**src/rtl/ldpc_pkg.sv**
```systemverilog
// Shared LDPC datapath definitions.
// Holds the default widths of the layered decoder, the matching
// symmetric saturation limits and the clamp function used by both the
// variable-node subtract (issue) and add (retire) paths.
package ldpc_pkg;

  localparam int DATA_W   = 8;   // message width (q, r)
  localparam int LLR_W    = 10;  // posterior LLR width
  localparam int DEG      = 8;   // check-node degree (lanes per row)
  localparam int DATA_MAX = 2**(DATA_W-1) - 1;
  localparam int LLR_MAX  = 2**(LLR_W-1) - 1;

  // Symmetric clamp to [-max, +max]; the most negative code is never
  // produced so a later negation cannot overflow.
  function automatic int sat_sym(input int v, input int max);
    if (v > max)
      return max;
    else if (v < -max)
      return -max;
    else
      return v;
  endfunction

endpackage

```
**src/rtl/vnu_dly.sv**
```systemverilog
// vnu_dly: valid/tag/data shift register of fixed depth, used to carry an
// issued row alongside the CNU pipeline until its r vector is valid.
// Ports:
//   clk, rst        clock, asynchronous active-high reset (valids only)
//   flush           synchronous clear of every valid bit
//   vld, tag, data  stage-0 input
//   tap_vld         valid bit of every stage (index 0 = youngest)
//   tap_tag         tag of every stage, stage k at [k*TAG_W +: TAG_W]
//   last_data       data of the oldest stage
module vnu_dly
  import ldpc_pkg::*;
#(
  parameter int DEPTH = 3,
  parameter int TAG_W = 4,
  parameter int WIDTH = 64
) (
  input  logic                   clk,
  input  logic                   rst,
  input  logic                   flush,
  input  logic                   vld,
  input  logic [TAG_W-1:0]       tag,
  input  logic [WIDTH-1:0]       data,
  output logic [DEPTH-1:0]       tap_vld,
  output logic [DEPTH*TAG_W-1:0] tap_tag,
  output logic [WIDTH-1:0]       last_data
);

  logic [TAG_W-1:0] tag_p  [DEPTH];
  logic [WIDTH-1:0] data_p [DEPTH];

  always_ff @(posedge clk or posedge rst) begin
    if (rst) begin
      tap_vld <= '0;
    end else if (flush) begin
      tap_vld <= '0;
    end else begin
      tap_vld[0] <= vld;
      for (int k = 1; k < DEPTH; k++)
        tap_vld[k] <= tap_vld[k-1];
    end
  end

  // Tags and data are qualified by tap_vld, so they need no reset.
  always_ff @(posedge clk) begin
    tag_p[0]  <= tag;
    data_p[0] <= data;
    for (int k = 1; k < DEPTH; k++) begin
      tag_p[k]  <= tag_p[k-1];
      data_p[k] <= data_p[k-1];
    end
  end

  always_comb begin
    tap_tag = '0;
    for (int k = 0; k < DEPTH; k++)
      tap_tag[k*TAG_W +: TAG_W] = tag_p[k];
  end

  assign last_data = data_p[DEPTH-1];

endmodule

```
**src/rtl/vnu_layer.sv**
```systemverilog
// vnu_layer: layered-decoding variable-node stage wrapped around a CNU.
// Accepts a row of D posterior LLRs, subtracts the stored check-to-variable
// messages of that row to form q, and when r returns CNU_LAT cycles later
// adds it back, stores r as the row's new messages and emits updated LLRs.
// Ports:
//   clk, rst                 clock, asynchronous active-high reset
//   init                     synchronous codeword start: clears store, flushes
//   in_valid/in_ready        row handshake (in_ready combinational on in_row)
//   in_row, in_llr           row index and D posterior LLRs
//   q, q_valid               variable-to-check messages towards the CNU
//   r                        check-to-variable messages from the CNU
//   out_valid/out_row/out_llr  one-cycle updated LLR row
module vnu_layer
  import ldpc_pkg::*;
#(
  parameter int data_w  = DATA_W,
  parameter int llr_w   = LLR_W,
  parameter int D       = DEG,
  parameter int ROWS    = 16,
  parameter int row_w   = 4,
  parameter int CNU_LAT = 3
) (
  input  logic                 clk,
  input  logic                 rst,
  input  logic                 init,
  input  logic                 in_valid,
  output logic                 in_ready,
  input  logic [row_w-1:0]     in_row,
  input  logic [llr_w*D-1:0]   in_llr,
  output logic [data_w*D-1:0]  q,
  output logic                 q_valid,
  input  logic [data_w*D-1:0]  r,
  output logic                 out_valid,
  output logic [row_w-1:0]     out_row,
  output logic [llr_w*D-1:0]   out_llr
);

  localparam int DMAX = 2**(data_w-1) - 1;
  localparam int LMAX = 2**(llr_w-1) - 1;
  localparam int QW   = data_w*D;

  logic signed [data_w-1:0] store [ROWS][D];

  logic [row_w-1:0]         q_row;
  logic [CNU_LAT-1:0]       tap_vld;
  logic [CNU_LAT*row_w-1:0] tap_row;
  logic [QW-1:0]            last_q;
  logic [row_w-1:0]         last_row;
  logic                     hit;
  logic                     accept;
  logic                     retire;
  logic [QW-1:0]            q_nxt;
  logic [llr_w*D-1:0]       llr_nxt;

  // A row may not issue while any earlier copy of it is still between the
  // q register and the retire stage, otherwise it would read r_old before
  // the pending write-back lands.
  always_comb begin
    hit = q_valid && (q_row == in_row);
    for (int k = 0; k < CNU_LAT; k++)
      if (tap_vld[k] && (tap_row[k*row_w +: row_w] == in_row))
        hit = 1'b1;
  end

  assign in_ready = !init && !hit;
  assign accept   = in_valid && in_ready;

  always_comb begin
    int diff;
    diff  = 0;
    q_nxt = '0;
    for (int i = 0; i < D; i++) begin
      diff = sat_sym(int'($signed(in_llr[i*llr_w +: llr_w])) - int'(store[in_row][i]), DMAX);
      q_nxt[i*data_w +: data_w] = diff[data_w-1:0];
    end
  end

  // ---- issue stage: q register ----
  always_ff @(posedge clk or posedge rst) begin
    if (rst) begin
      q_valid <= 1'b0;
      q       <= '0;
      q_row   <= '0;
    end else begin
      q_valid <= accept;
      if (accept) begin
        q     <= q_nxt;
        q_row <= in_row;
      end
    end
  end

  // ---- delay stages aligned with the CNU pipeline ----
  vnu_dly #(
    .DEPTH (CNU_LAT),
    .TAG_W (row_w),
    .WIDTH (QW)
  ) u_dly (
    .clk       (clk),
    .rst       (rst),
    .flush     (init),
    .vld       (q_valid),
    .tag       (q_row),
    .data      (q),
    .tap_vld   (tap_vld),
    .tap_tag   (tap_row),
    .last_data (last_q)
  );

  assign last_row = tap_row[(CNU_LAT-1)*row_w +: row_w];
  assign retire   = tap_vld[CNU_LAT-1] && !init;

  always_comb begin
    int sum;
    sum     = 0;
    llr_nxt = '0;
    for (int i = 0; i < D; i++) begin
      sum = sat_sym(int'($signed(last_q[i*data_w +: data_w])) + int'($signed(r[i*data_w +: data_w])), LMAX);
      llr_nxt[i*llr_w +: llr_w] = sum[llr_w-1:0];
    end
  end

  // ---- retire stage: output register and message write-back ----
  always_ff @(posedge clk or posedge rst) begin
    if (rst) begin
      out_valid <= 1'b0;
      out_row   <= '0;
      out_llr   <= '0;
    end else begin
      out_valid <= retire;
      if (retire) begin
        out_row <= last_row;
        out_llr <= llr_nxt;
      end
    end
  end

  // init clear wins over a retire write landing on the same edge.
  always_ff @(posedge clk or posedge rst) begin
    if (rst) begin
      for (int rr = 0; rr < ROWS; rr++)
        for (int i = 0; i < D; i++)
          store[rr][i] <= '0;
    end else if (init) begin
      for (int rr = 0; rr < ROWS; rr++)
        for (int i = 0; i < D; i++)
          store[rr][i] <= '0;
    end else if (retire) begin
      for (int i = 0; i < D; i++)
        store[last_row][i] <= $signed(r[i*data_w +: data_w]);
    end
  end

endmodule

```
**config.mk**
```make
export PLATFORM = sky130hd
export DESIGN_NAME = vnu_layer
export DESIGN_NICKNAME = d
export VERILOG_FILES = /design/src/rtl/ldpc_pkg.sv /design/src/rtl/vnu_dly.sv /design/src/rtl/vnu_layer.sv
export SDC_FILE = /design/constraint.sdc
export NUM_CORES = 2
export LEC_CHECK = 0
export CAP_MARGIN = 5
export CORE_ASPECT_RATIO = 1.1
export CORE_MARGIN = 3
export CORE_UTILIZATION = 50
export CTS_CLUSTER_SIZE = 8
export DETAILED_ROUTE_END_ITERATION = 12
export PLACE_DENSITY = 0.71
export SETUP_SLACK_MARGIN = 0.1
export SLEW_MARGIN = 20
export SYNTH_ARGS = -nofsm -noshare
export SYNTH_HDL_FRONTEND = slang
export SYNTH_SLANG_ARGS = --single-unit
```
**constraint.sdc**
```tcl
create_clock -name clk -period 55.5 [get_ports clk]
set_input_delay 11.1 -clock clk [delete_from_list [all_inputs] [get_ports clk]]
set_output_delay 11.1 -clock clk [all_outputs]
set_load 0.05 [all_outputs]
```
### After elaboration in Yosys (flattened, before gate mapping)

Memories as Yosys holds them, arrays and structs flattened.
Cells that the tools add are included.

* reductions and logical operators: 11
* order comparisons: 35
* equal/unequal tests: 4
* bitwise operators: 2
* mux-type cells: 65
* $add $sub $neg: 16

Operators with widths (count)
* 1024-bit bitwise mux: 8
* 64-bit demux with 4-bit select: 8
* 1024-bit two-way mux: 2
* 64-bit binary-select mux with 4-bit select: 1
* 64-bit two-way mux: 3
* 10-bit two-way mux: 16
* 8-bit two-way mux: 17
* 11-bit by 8-bit > comparator with 1-bit output (second input constant): 8
* 11-bit by 8-bit < comparator with 1-bit output (second input constant): 8
* 10-bit by 8-bit subtractor with 11-bit output: 8
* 9-bit by 10-bit > comparator with 1-bit output (second input constant): 8
* 9-bit by 10-bit < comparator with 1-bit output (second input constant): 8
* 8-bit by 8-bit adder with 9-bit output: 8
* 56-bit two-way mux: 1
* 48-bit two-way mux: 1
* 40-bit two-way mux: 1
* 32-bit two-way mux: 1
* 24-bit two-way mux: 1
* 4-bit equality test: 4
* 16-bit two-way mux: 1
* 5-bit >= comparator (second input constant): 2
* 4-bit NOT with 5-bit output: 2
* 1-bit logical AND: 8
* 5-bit by 1-bit < comparator with 1-bit output (second input constant): 1
* 4 further kinds: 7

* word-level logic and storage cells: 270
* memory bits (writable): 204
* memories kept: 2
* output and inout bits: 151
* flip-flop bits (word level): 1181
* input port bits: 152

Memories
* u_dly.data_p: words 3, bits a word 64, rd ports 3, clocked after Yosys merged registers in 0, wr ports 3, RTL line vnu_dly.sv:29 `logic [WIDTH-1:0] data_p [DEPTH];`
* u_dly.tag_p: words 3, bits a word 4, rd ports 3, clocked after Yosys merged registers in 0, wr ports 3, RTL line vnu_dly.sv:28 `logic [TAG_W-1:0] tag_p [DEPTH];`

### Depth between registers and ports, before layout

* depth in word-level cells: 15
* mapped depth: 16
* depth with buffers taken out: 13

### By module

A second synthesis with hierarchy kept.

* cells, all modules: 6688
* area total of the unflattened synthesis: 64889.7 µm²

By module, submodules not included
* vnu_layer: seq. area each 29478.3 µm², cells an instance 6413, instances 1, area an instance 60227.8 µm²
* vnu_dly: seq. area each 4159.0 µm², cells an instance 275, instances 1, area an instance 4662.0 µm²

### Worst setup path after synthesis

OpenSTA, ideal clock, no wires.

* kind: input to output
* from: input port in_row[0]
* to: output port in_ready
* arrival time: 12936 ps
* stages: 6
* data required time: 44400 ps
* slack: 31464 ps
* path buffers: 1
* path through: buf_2 -> xor2_1 -> nor3_1 -> nand3_1 -> nand3_1 -> a311oi_1

* longest elaborated chain between the ends: 7
* elaborated cells between the ends (all ways): 13
* classes of those cells: eq/ne: 4; mux: 3; reduce/logical: 6

RTL lines
* from (decl): RTL line vnu_layer.sv:28 `input logic [row_w-1:0] in_row,`
* 4-bit equality test, on equally long branches: RTL line vnu_layer.sv:59, vnu_layer.sv:61
* 1-bit logical AND, on equally long branches: RTL line vnu_layer.sv:59, vnu_layer.sv:61
* 1-bit two-way mux (2 in a row): RTL line vnu_layer.sv:61 `if (tap_vld[k] && (tap_row[k*row_w +: row_w] == in_row))`
* 1-bit two-way mux *: RTL line vnu_layer.sv:61
* 1-bit zero test *: RTL line vnu_layer.sv:65 `assign in_ready = !init && !hit;`
* 1-bit logical AND *: RTL line vnu_layer.sv:65
* to (decl): RTL line vnu_layer.sv:27 `output logic in_ready,`

Mark *: on every way between the ends. The rest lies on a longest branch, timed or not.

### Final worst setup path

Ends and elaborated chain as after synthesis.

==> metrics.txt <==
Cell Rows=137; drt wl/cell=24.1 um; reg2reg end=q[27]; count leader, synth=nand2_1; Die Ht=382 um; Synth Area per Inst=9.70 um2; synth warn=0; Hold Path Class=reg -> reg; Max H-tree Level=4; final RePlAce weighted congestion=0.921; Worst R2R Setup Slack=roughly 51000 ps; clock latency on the worst-skew pair=810 ps; register area share after synthesis=52.4%; post-synthesis net count=6935; Worst VDD drop=roughly 34 uV; area post-placement=68100 um2; Unique masters post-synth=76; hold buffer count at cts=0; Max Cap Viol=0; run status=completed; Slew @ Worst Pin=1200 ps; root buffer cell=clkbuf_16; dpl hpwl=113 mm; most frequent cell on the critical path=nand3_1; Nets=around 7000; area of the multi-input gates=28200 um2; top post-synthesis cells by area=dfrtp_1 46%, nand2_1 13%, mux4_2 11%; P_leak=approximately 30 nW; postcts setup bufs=0; Fill cells=10612; vias in the first global route=51428; utilization after layout=57.7%; crit-path max cell delay=900 ps; ratio of cells with drive above 1 in the final layout=10.0%; Synth Flop Type=dfrtp_1; DR pass1 iterations=7; clk buf depth=3; post-layout min period=24730 ps; global-route wire length before repair=308 mm; post-route insts no fill=8375; Final Skew=about 30 ps; GR Overflow Total=0; die area=133000 um2; PwrDens=34.4 nW/um2; #FFs+latches synth=1385; fmax=approximately 40 MHz; clock network fraction of design power=between 40% and 50%; core area=127000 um2; Arrival @ worst endpoint=13630 ps; Hold EP=u_dly.data_p[0][161]; Max stage delay cell, worst path=clkdlybuf4s50_1; sequential power share=43.5%; Int Pwr=between 1.5 and 2 mW; largest net degree at the start of global routing=224; Synth async-reset ratio=around 85%; max-slew violations=0; Resized Gates After CTS=0; # DRC=0; Required @ worst endpoint=about 44000 ps; sequential standard cell area=33600 um2; CP Launch Type=input port; post-synth top area cell=dfrtp_1; drt via density=roughly 6.1; initial antenna violation count=6; Area Overhead vs Synth=14.3%; NetSw=0.706 mW; CTS Buf Count=191; Slew HR=19.5%; Final ANT Viol Nets=0; final instance area=73400 um2; clock sinks=1385; Fin Setup TNS=0 ps; logic gate share of total power=14.7%; Routed WL=202 mm; share of the synthesized area in the top cell type=a little under half; worst hold path depth=0; CP Buf/Inv Count=2; # IOs=303; R2R depth=12; unrepaired setup endpoints after global routing=no; final hold viol count=0; crit path max fanout=67; Initial Utilization=50.5%; Post-Syn Area=64200 um2; DR iter-0 viols=6618; die width=348 um; Crit. End Element=primary output; dpl cells=8107; Hold Crit Start=u_dly.data_p[0][97]; Sw Share=around 28%; CP top delay family=buffers and inverters; Port Buf Inserts=between 300 and 400; overall routing resource usage=30.2%; Clk pin slew, worst setup/hold paths=60 ps; RR Startpoint=store[480]; fin crit share=44.6%; Post-synth EDFFs=0; hold_ws=310 ps; Gate Count Post-Synth=6614; Setup violations, final=0; synth cell count leaders=2237 x nand2_1, 1181 x dfrtp_1, 1134 x a21oi_1; CTS tree=done; worst-path cell chain=buf_8, xor2_1, nor3_1, nand3_1, nand3_1, a311oi_1, clkdlybuf4s50_1; kind of critical path=in -> out; Via Count=slightly above 50000
==> sequential cells by signal, indices dropped and copies added (netlist names) <==
signal / count
u_dly.tap_vld: 3
store: 1024
q: 64
out_row: 4
q_row: 4
out_llr: 80
u_dly.tag_p: 12
q_valid: 1
out_valid: 1
u_dly.data_p: 192
==> worst register-to-register path, stage by stage (launching register included) <==
cell and delay (ps):
dfrtp_1 390, mux4_2 470, mux4_2 500, ha_1 240
fa_1 450, nand2b_1 210, a21oi_2 180, nor2_2 60
xnor2_1 140, or4_1 540, o311a_1 310, o211a_4 260
a221o_1 330
==> logic make-up (layout without fill, tap and decap cells) <==
kind of cell               count (synthesis)  in the layout  synth area share, %
DFF                                     1385           1385                 52.4
xor gates and xnor gates                 107            107                 1.46
and+or+nand+nor                         2530           2530                 15.4
AOI/OAI and AO/OA                       1401           1401                 11.7
muxes                                    330            330                 11.4
adders and majority gates                169            169                 3.48
other                                      0              5                    0
buffers and inverters                    692            780                 4.13
==> metal layers <==
metal	vias up	track usage, %	share of wire [%]
li1	22197	-	-
met1	25525	40.7	39
met2	2948	47.0	46
met3	579	7.35	11
met4	2	13.1	4.3
met5	-	0	0.0064
==> power by group through the flow <==
stage	Combinational (mW)	Clock [mW]	Sequential [mW]
2_1_floorplan	0.151	0	1.21
3_3_place_gp	0.366	0	1.11
3_5_place_dp	0.370	0	1.11
4_1_cts	0.372	1.06	1.10
5_1_grt	0.398	1.11	1.10
6_report	0.372	1.06	1.10
==> worst max path at each step <==
stage / start / end / slack, ps / cells after the start
finish: in_row[0] / in_ready / 30770 / 7
CTS: in_row[0] / in_ready / 30770 / 7
global route: in_row[0] / in_ready / 30560 / 7
detailed placement: in_row[0] / in_ready / 30800 / 7
floorplan: rst / out_llr[0] / 11130 / 1
global placement: in_row[0] / in_ready / 30810 / 7
==> layout make-up <==
| class | count | area share (%) |
|---|---|---|
| repair buffers | 377 | 5.04 |
| well taps | 1668 | 2.84 |
| flip-flops and latches | 1385 | 45.8 |
| clock inverters | 12 | 0.208 |
| multi-input cells | 4537 | 38.4 |
| inverters | 141 | 0.732 |
| diodes | 5 | 0.0171 |
| clock buffers | 250 | 6.95 |
==> stage by stage <==
stage	power (mW)	worst slack (ps)
2_1_floorplan	1.36	11130
3_3_place_gp	1.48	30810
3_5_place_dp	1.48	30800
4_1_cts	2.53	30770
5_1_grt	2.61	30560
6_report	2.53	30770
==> placed cells by master (no fill, tap or decap), types with 94 or more instances in the layout <==
| master | netlist | final |
|---|---|---|
| ha_1 | 153 | 153 |
| inv_1 | 139 | 138 |
| dfxtp_1 | 204 | 204 |
| clkbuf_16 | 0 | 195 |
| a21oi_1 | 1134 | 1134 |
| nand2_1 | 2237 | 2224 |
| dfrtp_1 | 1181 | 1181 |
| o21ai_0 | 94 | 94 |
| clkdlybuf4s50_1 | 0 | 295 |
| mux4_2 | 320 | 320 |
| nor2_1 | 127 | 115 |
(Power assumes the default switching activity.)
